$ cat src/rtl/uart_pkg.sv
// Shared definitions for the UART transmit port: FSM states, register offsets
// and STATUS register bit positions.
package uart_pkg;

    typedef enum logic [1:0] {
        IDLE  = 2'd0,
        START = 2'd1,
        DATA  = 2'd2,
        STOP  = 2'd3
    } tx_state_t;

    localparam int DATA_OFS   = 0;
    localparam int STATUS_OFS = 4;

    localparam int ST_FULL  = 0;
    localparam int ST_EMPTY = 1;
    localparam int ST_BUSY  = 2;
    localparam int ST_COUNT = 3;

endpackage

$ cat src/rtl/sync_fifo.sv
// Single-clock FIFO with wrap-around pointers carrying an extra MSB so that
// full and empty are distinguishable without a separate counter.
module sync_fifo #(
    parameter int W     = 8,
    parameter int DEPTH = 8
) (
    input  logic                       clock,
    input  logic                       reset,
    input  logic                       push,
    input  logic                       pop,
    input  logic [W-1:0]               wdata,
    output logic [W-1:0]               rdata,
    output logic                       full,
    output logic                       empty,
    output logic [$clog2(DEPTH):0]     count
);

    localparam int AW = $clog2(DEPTH);

    logic [W-1:0] mem [DEPTH];
    logic [AW:0]  wptr, rptr;
    logic         do_push, do_pop;

    assign empty = (wptr == rptr);
    assign full  = (wptr[AW] != rptr[AW]) && (wptr[AW-1:0] == rptr[AW-1:0]);
    assign count = wptr - rptr;
    assign rdata = mem[rptr[AW-1:0]];

    // A pop in the same cycle frees the slot, so a push to a full FIFO is kept.
    assign do_pop  = pop && !empty;
    assign do_push = push && (!full || do_pop);

    always_ff @(posedge clock) begin
        if (do_push)
            mem[wptr[AW-1:0]] <= wdata;
    end

    always_ff @(posedge clock or posedge reset) begin
        if (reset) begin
            wptr <= '0;
            rptr <= '0;
        end else begin
            if (do_push) wptr <= wptr + 1'b1;
            if (do_pop)  rptr <= rptr + 1'b1;
        end
    end

endmodule

$ cat src/rtl/uart_tx_port.sv
// Memory-mapped 8N1 UART transmitter: DATA register feeds a TX FIFO, a
// serialiser drains it, STATUS exposes full/empty/busy/count for polling.
module uart_tx_port
    import uart_pkg::*;
#(
    parameter int                WIDTH   = 32,
    parameter logic [WIDTH-1:0]  BASE    = 32'h000F_0000,
    parameter int                CLKRATE = 25000000,
    parameter int                BAUD    = 115200,
    parameter int                DEPTH   = 8
) (
    input  logic             clock,
    input  logic             reset,
    input  logic [WIDTH-1:0] address,
    input  logic [WIDTH-1:0] wdata,
    input  logic             enw,
    output logic [WIDTH-1:0] rdata,
    output logic             txd,
    output logic             busy
);

    localparam int DIV  = CLKRATE / BAUD;
    localparam int CNTW = $clog2(DIV);
    localparam int CW   = $clog2(DEPTH) + 1;

    localparam logic [WIDTH-1:0] DATA_ADDR   = BASE + WIDTH'(DATA_OFS);
    localparam logic [WIDTH-1:0] STATUS_ADDR = BASE + WIDTH'(STATUS_OFS);

    tx_state_t       state, state_nx;
    logic [CNTW-1:0] baud_cnt;
    logic [2:0]      bit_idx;
    logic [7:0]      shift, head;
    logic            push, pop, full, empty, wrap, txd_nx;
    logic [CW-1:0]   count;
    logic            unused_wdata_hi;

    assign unused_wdata_hi = ^wdata[WIDTH-1:8];

    assign push = enw && (address == DATA_ADDR);
    assign wrap = (baud_cnt == CNTW'(DIV - 1));
    assign busy = (count != '0) || (state != IDLE);

    sync_fifo #(.W(8), .DEPTH(DEPTH)) u_fifo (
        .clock (clock),
        .reset (reset),
        .push  (push),
        .pop   (pop),
        .wdata (wdata[7:0]),
        .rdata (head),
        .full  (full),
        .empty (empty),
        .count (count)
    );

    always_ff @(posedge clock or posedge reset) begin
        if (reset) state <= IDLE;
        else       state <= state_nx;
    end

    always_comb begin
        state_nx = state;
        case (state)
            IDLE:  if (!empty)                 state_nx = START;
            START: if (wrap)                   state_nx = DATA;
            DATA:  if (wrap && bit_idx == 3'd7) state_nx = STOP;
            STOP:  if (wrap)                   state_nx = empty ? IDLE : START;
            default:                           state_nx = IDLE;
        endcase
    end

    always_comb begin
        pop    = 1'b0;
        txd_nx = 1'b1;
        case (state)
            IDLE:  pop    = !empty;
            START: txd_nx = 1'b0;
            DATA:  txd_nx = shift[0];
            STOP:  pop    = wrap && !empty;
            default: ;
        endcase
    end

    // Baud counter, bit index and shift register; the popped byte is loaded
    // on the same edge that the FSM enters START.
    always_ff @(posedge clock or posedge reset) begin
        if (reset) begin
            baud_cnt <= '0;
            bit_idx  <= '0;
            shift    <= '0;
        end else if (state == IDLE) begin
            baud_cnt <= '0;
            bit_idx  <= '0;
            if (pop) shift <= head;
        end else begin
            baud_cnt <= wrap ? '0 : baud_cnt + 1'b1;
            if (wrap) begin
                case (state)
                    START: bit_idx <= '0;
                    DATA: begin
                        shift   <= shift >> 1;
                        bit_idx <= bit_idx + 1'b1;
                    end
                    STOP: if (pop) shift <= head;
                    default: ;
                endcase
            end
        end
    end

    // Registered line driver: every bit lands one clock after its state edge.
    always_ff @(posedge clock or posedge reset) begin
        if (reset) txd <= 1'b1;
        else       txd <= txd_nx;
    end

    always_comb begin
        rdata = '0;
        if (address == STATUS_ADDR) begin
            rdata[ST_FULL]       = full;
            rdata[ST_EMPTY]      = empty;
            rdata[ST_BUSY]       = busy;
            rdata[ST_COUNT +: CW] = count;
        end
    end

endmodule

$ cat config.mk
export PLATFORM = sky130hd
export DESIGN_NAME = uart_tx_port
export DESIGN_NICKNAME = d
export VERILOG_FILES = /design/src/rtl/uart_pkg.sv /design/src/rtl/sync_fifo.sv /design/src/rtl/uart_tx_port.sv
export SDC_FILE = /design/constraint.sdc
export NUM_CORES = 1
export LEC_CHECK = 0
export ABC_AREA = 1
export BUFFER_PORTS_ARGS = -buffer_cell sky130_fd_sc_hd__buf_4
export CAP_MARGIN = 15
export CORE_ASPECT_RATIO = 0.9
export CORE_MARGIN = 1
export CORE_UTILIZATION = 56
export CTS_CLUSTER_SIZE = 12
export DETAILED_ROUTE_END_ITERATION = 6
export GPL_TIMING_DRIVEN = 0
export PLACE_DENSITY = 0.9
export SETUP_SLACK_MARGIN = 0.3
export SLEW_MARGIN = 20
export SYNTH_ARGS = -nofsm -noshare
export SYNTH_HDL_FRONTEND = slang
export SYNTH_SLANG_ARGS = --single-unit
$ cat constraint.sdc
create_clock -name clock -period 3.6 [get_ports clock]
set_clock_uncertainty 0.1 [all_clocks]
set_input_delay 0.72 -clock clock [delete_from_list [all_inputs] [get_ports clock]]
set_output_delay 0.72 -clock clock [all_outputs]
set_load 0.02 [all_outputs]
==> results of run 1 <==
layout by cell type (no fill, tap or decap), drive strengths merged:
cell,Yosys,routed
nor2,72,72
and3,2,2
fa,1,1
clkinvlp,0,1
dfrtp,29,29
clkbuf,1,11
nor3b,1,1
a31oi,1,1
inv,87,90
nand3,50,50
edfxtp,64,64
xor2,7,7
dfstp,1,1
xnor2,2,2
conb,1,25
o21ai,11,11
nor3,5,5
buf,38,89
nand2,199,199
a21oi,6,6
or2,1,1
clkinv,0,3
nand4,10,10
ha,13,13
how the worst max path moves through the flow:
| stage | cells after the start | slack (ns) | startpoint | end |
|---|---|---|---|---|
| final | 8 | 0.41 | u_fifo.rptr[2]$_DFFE_PP0P_ | rdata[2] |
| after CTS | 13 | 0.22 | u_fifo.rptr[1]$_DFFE_PP0P_ | u_fifo.mem[1][7]$_DFFE_PP_ |
| after global routing | 13 | 0.31 | u_fifo.rptr[1]$_DFFE_PP0P_ | u_fifo.mem[7][7]$_DFFE_PP_ |
| after detailed placement | 13 | 0.23 | u_fifo.rptr[1]$_DFFE_PP0P_ | u_fifo.mem[3][6]$_DFFE_PP_ |
| after global placement | 13 | 0.32 | u_fifo.rptr[1]$_DFFE_PP0P_ | u_fifo.mem[3][6]$_DFFE_PP_ |
| after floorplan | 7 | 0.92 | u_fifo.rptr[2]$_DFFE_PP0P_ | rdata[0] |
kinds of logic (layout without fill, tap and decap cells):
kind of cell,Yosys count,in the layout
compound gates,18,18
xor+xnor,9,9
fa+ha+maj,14,14
buf+inv,126,194
flops,94,94
other cells,1,25
simple gates,340,340
layout make-up:
class                   instances  area [sq um]
plain buffers                  39           278
clock buffers                   9           124
multi-input cells             406          2000
flip-flops and latches         94          2670
clock inverters                 7          57.6
fillers                       633          2730
inverters                      87           327
repair buffers                 52           390
well taps                     119           149
what timing repair did:
item	4_1_cts	5_1_grt
buffers inserted	0	1
gates resized for setup	2	18
pin swaps	0	1
hold buffers	0	0
endpoints found under the setup margin	68	69
worst register-to-register path: stages (launching register included):
cell      delay (ns)
dfrtp_1         0.40
clkbuf_4        0.21
inv_2           0.19
buf_6           0.20
ha_1            0.28
nand2_1         0.17
nor2_1          0.09
nand2_2         0.12
nand2_2         0.09
inv_2           0.07
nand2_4         0.12
nand2_8         0.13
nand4_4         0.15
nor2_2          0.46
power by group through the flow:
| stage | Clock [W] | Sequential (W) | Combinational [W] |
|---|---|---|---|
| final | 0.000658 | 0.00122 | 0.000205 |
| after global routing | 0.000697 | 0.00122 | 0.000229 |
| after CTS | 0.000656 | 0.00122 | 0.000202 |
| after detailed placement | 0 | 0.00124 | 0.000200 |
| after global placement | 0 | 0.00124 | 0.000184 |
| after floorplan | 0 | 0.00123 | 0.000129 |
per-stage QoR:
step | cells | cell area, sq um | util, % | power, W
after floorplan | 626 | 5210 | - | 0.00136
after global placement | 796 | 5740 | 65.8 | 0.00142
after detailed placement | 796 | 5740 | 65.8 | 0.00144
after CTS | 812 | 5930 | 67.9 | 0.00208
after global routing | 813 | 6000 | 68.7 | 0.00215
final | 813 | 6000 | 68.7 | 0.00208
registers in the layout, indices dropped and copies added, names as in the netlist:
signal       cells
baud_cnt         8
bit_idx          3
shift            8
state            2
txd              1
u_fifo.mem      64
u_fifo.rptr      4
u_fifo.wptr      4
layer usage:
layer | up-vias | GRT usage [%] | routed length (microns)
met5 | - | 0 | 0
met4 | 0 | 11.7 | 309
met3 | 32 | 5.36 | 913
met2 | 248 | 46.1 | 5980
met1 | 1978 | 31.8 | 4640
li1 | 2013 | - | -
==> results.txt, run 1 <==
status -> finished, final reports clean
total grt overflow -> 0
DP Wirelength -> 8150 microns
gr usage total -> 26.6%
worst skew pair latency -> 0.36 ns
adder-cell share of the synthesized area -> 3.57%
Area growth syn-to-layout -> 17.1%
crit start category -> register
Core Area -> 0.00873 sq mm
drt wl/cell -> 14.6 microns
setup slack, reg-to-reg -> 0.47 ns
Arr. time, crit path -> 2.37 ns
Starting Density -> 58.6%
max cap viols -> 0
clk sink count -> 94
leakage -> 2.89 nW
count of final setup violators -> 0
WL final -> 11,800 microns
R2R depth -> 13
Via density -> 5.25
RePlAce Congestion -> 0.837
Final Max Tran Viols -> 0
# diodes -> 0
Tmin final -> 3.19 ns
Fin Hold WS -> 0.333 ns
antenna violations before repair -> 0
clk buf depth -> 2
fin crit share -> 88.7%
vias in the first global route -> 4,180
# rows -> 32
R2R Path End -> u_fifo.mem[7][7]$_DFFE_PP_
Die Height -> 92.7 microns
first-pass GRT wire length -> 18,800 microns
Synth cell types -> 35
final setup TNS -> 0 ns
synthesized area per cell -> 8.50 sq um
Hold Violations, Final -> 0
Int Pwr -> 0.00154 W
top-area cell type share of the netlist area -> 37.5%
Compound-Gate Fraction of Synth Area -> 2.00%
combinational family with the most area after synthesis -> simple AND/OR/NAND/NOR gates
CTS buffer count -> 9
total die area -> 0.00953 sq mm
crit path max fanout -> 10
chip width -> 103 microns
HP Class -> primary input to async pin
Post-Synthesis Cells -> 602
ranking of synthesized cells by area -> edfxtp_1 (38%), dfrtp_1 (14%), nand2_1 (14%), inv_1 (5.9%), nor2_1 (5.0%)
clock power share -> 31.6%
worst rel slew slack -> 58.8%
largest net degree at the start of global routing -> 31
post-synthesis register bit count -> 94
drt drc -> 0
WS Path Type -> register to output port
Seq/Total Area, Yosys -> 52.2%
max incr delay on CP -> 0.37 ns
Net Sw Frac -> 26.2%
Comb pwr share -> 9.9%
CTS H-tree depth -> 3
# IOs -> 101
Reg clk slew, reported paths -> 0.09 ns
Worst path slowest cell -> dfrtp_1
worst-margin pin slew -> 0.617 ns
Setup crit end kind -> output port
Detailed Routing Iterations Pass 1 -> 6
reg2reg start -> u_fifo.rptr[1]$_DFFE_PP0P_
Psw -> 0.000545 W
pre-CTS WS -> 0.228 ns
fraction of registers with async set/reset -> 31.9%
multiplexer share of the synthesized area -> 0%
nets -> 770
top cells by count, synth -> nand2_1 (192), inv_1 (81), nor2_1 (68), edfxtp_1 (64), nand3_1 (48)
Synth Cell Area -> 0.00512 sq mm
CP Cell Sequence -> clkbuf_2 -> inv_2 -> ha_1 -> a21oi_1 -> nand2_1 -> xnor2_1 -> a31oi_1 -> buf_4
area leader, netlist -> edfxtp_1
share of cells above drive strength 1 -> 20.0%
RSZ-0062 raised after global routing -> no
Crit path buffers/inverters -> 3
Seq pwr share -> 58.6%
delay-heaviest family, CP -> buffers and inverters
worst path required time -> 2.78 ns
Fmax -> 313 MHz
PD cells -> 347 mW/mm^2
CTS tree -> yes
Root Driver -> clkbuf_8
Yosys Warn Count -> 0
Setup WS post-layout -> 0.408 ns
ys flop type -> edfxtp_1
Simple-Gate Fraction of Synth Area -> 29.0%
# port buffers -> 51
Worst VDD drop -> 0.219 mV
XOR/XNOR share of the synthesized area -> 1.54%
number of synthesized flops with an enable pin -> 64
most frequent cell after synthesis -> nand2_1
DRT iter0 DRCs -> 411
via count -> 4,271
Antenna Nets Post-Route -> 0
Note: power is estimated with default switching activity, not from simulation.
==> inputs of run 2 (changes only) <==
--- a/config.mk
+++ b/config.mk
@@ -9,7 +9,7 @@
 export BUFFER_PORTS_ARGS = -buffer_cell sky130_fd_sc_hd__buf_4
 export CAP_MARGIN = 15
 export CORE_ASPECT_RATIO = 0.9
-export CORE_MARGIN = 1
+export CORE_MARGIN = 5
 export CORE_UTILIZATION = 56
 export CTS_CLUSTER_SIZE = 12
 export DETAILED_ROUTE_END_ITERATION = 6
==> run 2 against run 1 <==
  * The run now ends with DRC left
  * Critical endpoint unchanged
  * Clock-buffer cell count did not move
  * Power rose by 8.0%
  * Non-clock buffer count did not move
  * Register-to-register slack barely moved
  * Global-route usage fell by 4.8 points
  * Sequential power barely moved
  * Critical path depth rose by 1
==> results.txt, run 2 (synthesis results as in run 1) <==
count of final setup violators -> 0
crit start category -> register
clk sink count -> 94
gr usage total -> 21.8%
Worst VDD drop -> 0.255 mV
# rows -> 33
WS Path Type -> register to output port
Fmax -> 312 MHz
antenna violations before repair -> 0
CTS buffer count -> 9
Detailed Routing Iterations Pass 1 -> 7
Psw -> 0.000564 W
worst skew pair latency -> 0.38 ns
RSZ-0062 raised after global routing -> no
total grt overflow -> 0
clk buf depth -> 2
nets -> 770
Die Height -> 101 microns
max FFs per register -> 64
total die area -> 0.0112 sq mm
RePlAce Congestion -> 0.827
Via density -> 5.29
Root Driver -> clkbuf_8
commonest cells after routing, fill and taps aside -> nand2_1 (192), inv_1 (80), buf_4 (77)
largest net degree at the start of global routing -> 31
worst path required time -> 2.78 ns
CTS tree -> yes
vias in the first global route -> 4,171
WL final -> 12,200 microns
clock power share -> 36.7%
commonest non-fill, non-tap cell in the layout -> nand2_1
status -> finished, violations left
failing checks -> DRC
Net Sw Frac -> 25.1%
Reg clk slew, reported paths -> 0.10 ns
Final Max Tran Viols -> 0
max cap viols -> 0
Core Area -> 0.00900 sq mm
drt wl/cell -> 14.9 microns
CTS H-tree depth -> 3
crit path max fanout -> 11
Int Pwr -> 0.00168 W
PD cells -> 373 mW/mm^2
fin cells -> 816
DP Wirelength -> 8360 microns
share of cells above drive strength 1 -> 20.3%
DRT iter0 DRCs -> 547
# diodes -> 0
Area growth syn-to-layout -> 17.9%
Post-CTS Hold Buffers -> 0
Antenna Nets Post-Route -> 0
worst-margin pin slew -> 0.651 ns
fin crit share -> 89.1%
Comb pwr share -> 9.0%
# IOs -> 101
Hold Violations, Final -> 0
dpl cells -> 799
Seq pwr share -> 54.3%
worst rel slew slack -> 56.5%
HP Class -> primary input to async pin
drt drc -> 7
first-pass GRT wire length -> 19,500 microns
Starting Density -> 56.9%
chip width -> 111 microns
final setup TNS -> 0 ns
Tmin final -> 3.21 ns
via count -> 4,320
Setup crit end kind -> output port
Arr. time, crit path -> 2.39 ns
leakage -> 2.92 nW
# port buffers -> 51
==> run 2: timing repair <==
action	in CTS	in global routing
pin swaps	0	1
endpoints found under the hold margin	0	0
gates resized for setup	9	5
setup endpoints to repair	52	20
buffers inserted	0	1
==> run 2: worst max-delay path, cell delays in order (launching register included) <==
cell and delay [ns]:
dfrtp_1 0.40, clkbuf_4 0.21, inv_2 0.21, buf_6 0.20, ha_1 0.27, nand3_1 0.10
nand2_1 0.10, xnor2_2 0.17, a31oi_1 0.18, buf_4 0.17
==> run 2: worst paths after layout <==
kind	from	to	slack (ns)	cells after the start
max in group asynchronous	reset	shift[2]$_DFFE_PP0P_	2.64	2
min in group clock	baud_cnt[0]$_DFF_PP0_	baud_cnt[0]$_DFF_PP0_	0.39	1
min reg2reg	baud_cnt[0]$_DFF_PP0_	baud_cnt[0]$_DFF_PP0_	0.39	1
max	u_fifo.rptr[1]$_DFFE_PP0P_	rdata[2]	0.39	9
max reg2reg	u_fifo.rptr[1]$_DFFE_PP0P_	u_fifo.mem[1][7]$_DFFE_PP_	0.46	13
min	reset	bit_idx[2]$_DFFE_PP0P_	0.33	2
==> run 2: power by group through the flow <==
stage	combinational (W)	sequential (W)	clock, W
floorplan	0.000129	0.00123	0
global placement	0.000185	0.00124	0
detailed placement	0.000197	0.00124	0
CTS	0.000198	0.00122	0.000822
global route	0.000226	0.00122	0.000872
finish	0.000203	0.00122	0.000825
==> run 2: per-stage QoR <==
stage / worst slack [ns] / total power (W) / hold WS [ns] / area [sq um] / utilization (%)
3_3_place_gp: 0.347 / 0.00142 / 0.373 / 5740 / 63.8
3_5_place_dp: 0.242 / 0.00144 / 0.382 / 5740 / 63.8
4_1_cts: 0.255 / 0.00224 / 0.349 / 6010 / 66.7
6_report: 0.391 / 0.00225 / 0.327 / 6030 / 67.0
5_1_grt: 0.306 / 0.00232 / 0.386 / 6030 / 67.0
2_1_floorplan: 0.923 / 0.00136 / 0.354 / 5210 / -
==> run 2: final cells by class <==
cell class / count / area (sq um)
Buffer: 39 / 278
Clock buffer: 9 / 124
Clock inverter: 7 / 114
Fill cell: 623 / 2970
Inverter: 87 / 327
Multi-Input combinational cell: 406 / 1970
Sequential cell: 94 / 2670
Tap cell: 122 / 153
Timing Repair Buffer: 52 / 390
==> run 2: per-layer routing <==
layer	vias to the layer above	routed length (microns)	part of all wire (%)	GRT usage, %
li1	2019	-	-	-
met1	1977	4410	36	25.6
met2	280	6020	50	39.2
met3	44	1290	11	4.80
met4	0	439	3.6	8.90
met5	-	0	0	0
==> inputs of run 3 (changes only) <==
--- a/config.mk
+++ b/config.mk
@@ -10,13 +10,12 @@
 export CAP_MARGIN = 15
 export CORE_ASPECT_RATIO = 0.9
 export CORE_MARGIN = 5
-export CORE_UTILIZATION = 56
+export CORE_UTILIZATION = 50
 export CTS_CLUSTER_SIZE = 12
 export DETAILED_ROUTE_END_ITERATION = 6
 export GPL_TIMING_DRIVEN = 0
-export PLACE_DENSITY = 0.9
+export PLACE_DENSITY = 0.85
 export SETUP_SLACK_MARGIN = 0.3
-export SLEW_MARGIN = 20
 export SYNTH_ARGS = -nofsm -noshare
 export SYNTH_HDL_FRONTEND = slang
 export SYNTH_SLANG_ARGS = --single-unit
==> constraint.sdc (replaced) <==
create_clock -name clock -period 2.7 [get_ports clock]
set_clock_uncertainty 0.1 [all_clocks]
set_input_delay 0.54 -clock clock [delete_from_list [all_inputs] [get_ports clock]]
set_output_delay 0.54 -clock clock [all_outputs]
set_load 0.02 [all_outputs]
==> run 3 against run 2 <==
  * The run ends with setup timing left
  * Sequential power is 34% higher
  * Final cell count grew 4.3%
  * Sequential share of layout area fell by 4.5 points
  * Critical path depth unchanged
==> results.txt, run 3 (synthesis results as in run 1) <==
Root Driver -> clkbuf_16
RSZ-0062 raised after global routing -> yes
commonest cells after routing, fill and taps aside -> nand2_1 (188), buf_4 (87), inv_1 (78)
met2 Use GR -> 39.9%
Int Pwr -> 0.00245 W
WL final -> 14,300 microns
commonest non-fill, non-tap cell in the layout -> nand2_1
Reg clk slew, reported paths -> 0.07 ns
antenna violations before repair -> 0
Psw -> 0.000813 W
Via density -> 5.42
crit path max fanout -> 9
CTS tree -> yes
total die area -> 0.0124 sq mm
gr usage total -> 22.8%
count of final setup violators -> 2
Net Sw Frac -> 24.9%
nets -> 798
worst skew pair latency -> 0.35 ns
fin crit share -> 102%
HP Class -> primary input to async pin
Power, Total -> 0.00326 W
largest net degree at the start of global routing -> 31
Seq pwr share -> 50.0%
DP Wirelength -> 8040 microns
Worst path slowest cell -> fa_1
met3 Track Usage GR -> 3.59%
Comb pwr share -> 8.7%
status -> finished, violations left
CP dominant cell by count -> buf_6
Setup WS post-layout -> -0.0581 ns
Post-CTS Hold Buffers -> 0
crit start category -> register
first-pass GRT wire length -> 22,100 microns
drt wl/cell -> 16.7 microns
drt drc -> 0
Core Area -> 0.0101 sq mm
# diodes -> 0
Arr. time, crit path -> 2.12 ns
WS Path Type -> register to output port
met1 global-route usage -> 27.2%
Die Height -> 106 microns
max FFs per register -> 64
CTS buffer count -> 9
CTS H-tree depth -> 3
DRT iter0 DRCs -> 631
Crit path buffers/inverters -> 5
delay-heaviest family, CP -> buffers and inverters
Hold Violations, Final -> 0
total grt overflow -> 0
Fin Hold WS -> 0.0803 ns
Worst VDD drop -> 0.492 mV
clk sink count -> 94
failing checks -> setup timing
Fmax -> 363 MHz
Area growth syn-to-layout -> 31.2%
Placed Area -> 0.00578 sq mm
# IOs -> 101
vias in the first global route -> 4,620
Final Max Tran Viols -> 0
worst path required time -> 2.06 ns
Starting Density -> 50.6%
gr busiest metal -> met2
CP Cell Sequence -> buf_6 -> inv_8 -> buf_8 -> fa_1 -> inv_2 -> nand2_2 -> nor2_4 -> nand3_1 -> buf_6
Detailed Routing Iterations Pass 1 -> 5
max incr delay on CP -> 0.43 ns
Tmin final -> 2.76 ns
max cap viols -> 0
via count -> 4,616
leakage -> 3.19 nW
share of cells above drive strength 1 -> 26.3%
clk buf depth -> 2
Antenna Nets Post-Route -> 0
# rows -> 35
# port buffers -> 51
PD cells -> 485 mW/mm^2
Setup crit end kind -> output port
RePlAce Congestion -> 0.873
design area -> 0.00672 sq mm
clock power share -> 41.2%
chip width -> 117 microns
-- run 3: worst register-to-register path, delay by kind of cell (launching register included) --
family	cells	cell delay (ns)
flip-flops	1	0.40
buffers and inverters	5	0.58
adder cells (fa/ha/maj)	1	0.23
AND/OR/NAND/NOR	8	0.87
-- run 3: cell type report --
| class | instances | area (sq um) |
|---|---|---|
| Sequential cell | 94 | 2680 |
| Tap cell | 129 | 161 |
| Multi-Input combinational cell | 406 | 2180 |
| Fill cell | 682 | 3400 |
| Buffer | 39 | 295 |
| Clock inverter | 7 | 88.8 |
| Inverter | 87 | 354 |
| Clock buffer | 9 | 225 |
| Timing Repair Buffer | 80 | 737 |
-- run 3: path summary, 6_finish.rpt --
kind | startpoint | to | slack, ns | cells past startpoint
min reg2reg | baud_cnt[0]$_DFF_PP0_ | baud_cnt[0]$_DFF_PP0_ | 0.43 | 1
max | u_fifo.rptr[1]$_DFFE_PP0P_ | busy | -0.06 | 9
min | reset | u_fifo.wptr[2]$_DFFE_PP0P_ | 0.08 | 2
max in group asynchronous | reset | txd$_DFF_PP1_ | 1.89 | 3
max reg2reg | u_fifo.rptr[1]$_DFFE_PP0P_ | u_fifo.mem[5][4]$_DFFE_PP_ | 0.24 | 14
min in group clock | wdata[6] | u_fifo.mem[7][6]$_DFFE_PP_ | 0.33 | 1
-- run 3: power groups by stage --
stage	clock network (W)	registers, W	logic, W
2_1_floorplan	0	0.00164	0.000172
3_3_place_gp	0	0.00165	0.000247
3_5_place_dp	0	0.00165	0.000263
4_1_cts	0.00133	0.00163	0.000269
5_1_grt	0.00139	0.00164	0.000319
6_report	0.00135	0.00163	0.000285
-- run 3: timing repair --
action,4_1_cts,5_1_grt
gates resized for setup,49,25
setup endpoints to repair,90,72
setup buffers,21,7
pin swaps,18,17
-- run 3: layer usage --
metal / wire length, microns / share of wire, %
met2: 7180 / 50
met4: 674 / 4.7
met5: 0 / 0
met3: 1470 / 10
met1: 4930 / 35
-- run 3: stage by stage --
stage               std cells  util [%]  setup WS [ns]  TNS, ns
global route              851      66.4         -0.110   -0.195
floorplan                 626         -          0.225        0
global placement          806      57.2         -0.356   -21.14
CTS                       843      64.6         0.0291        0
detailed placement        806      57.2         -0.431   -25.93
finish                    851      66.4        -0.0581  -0.0818
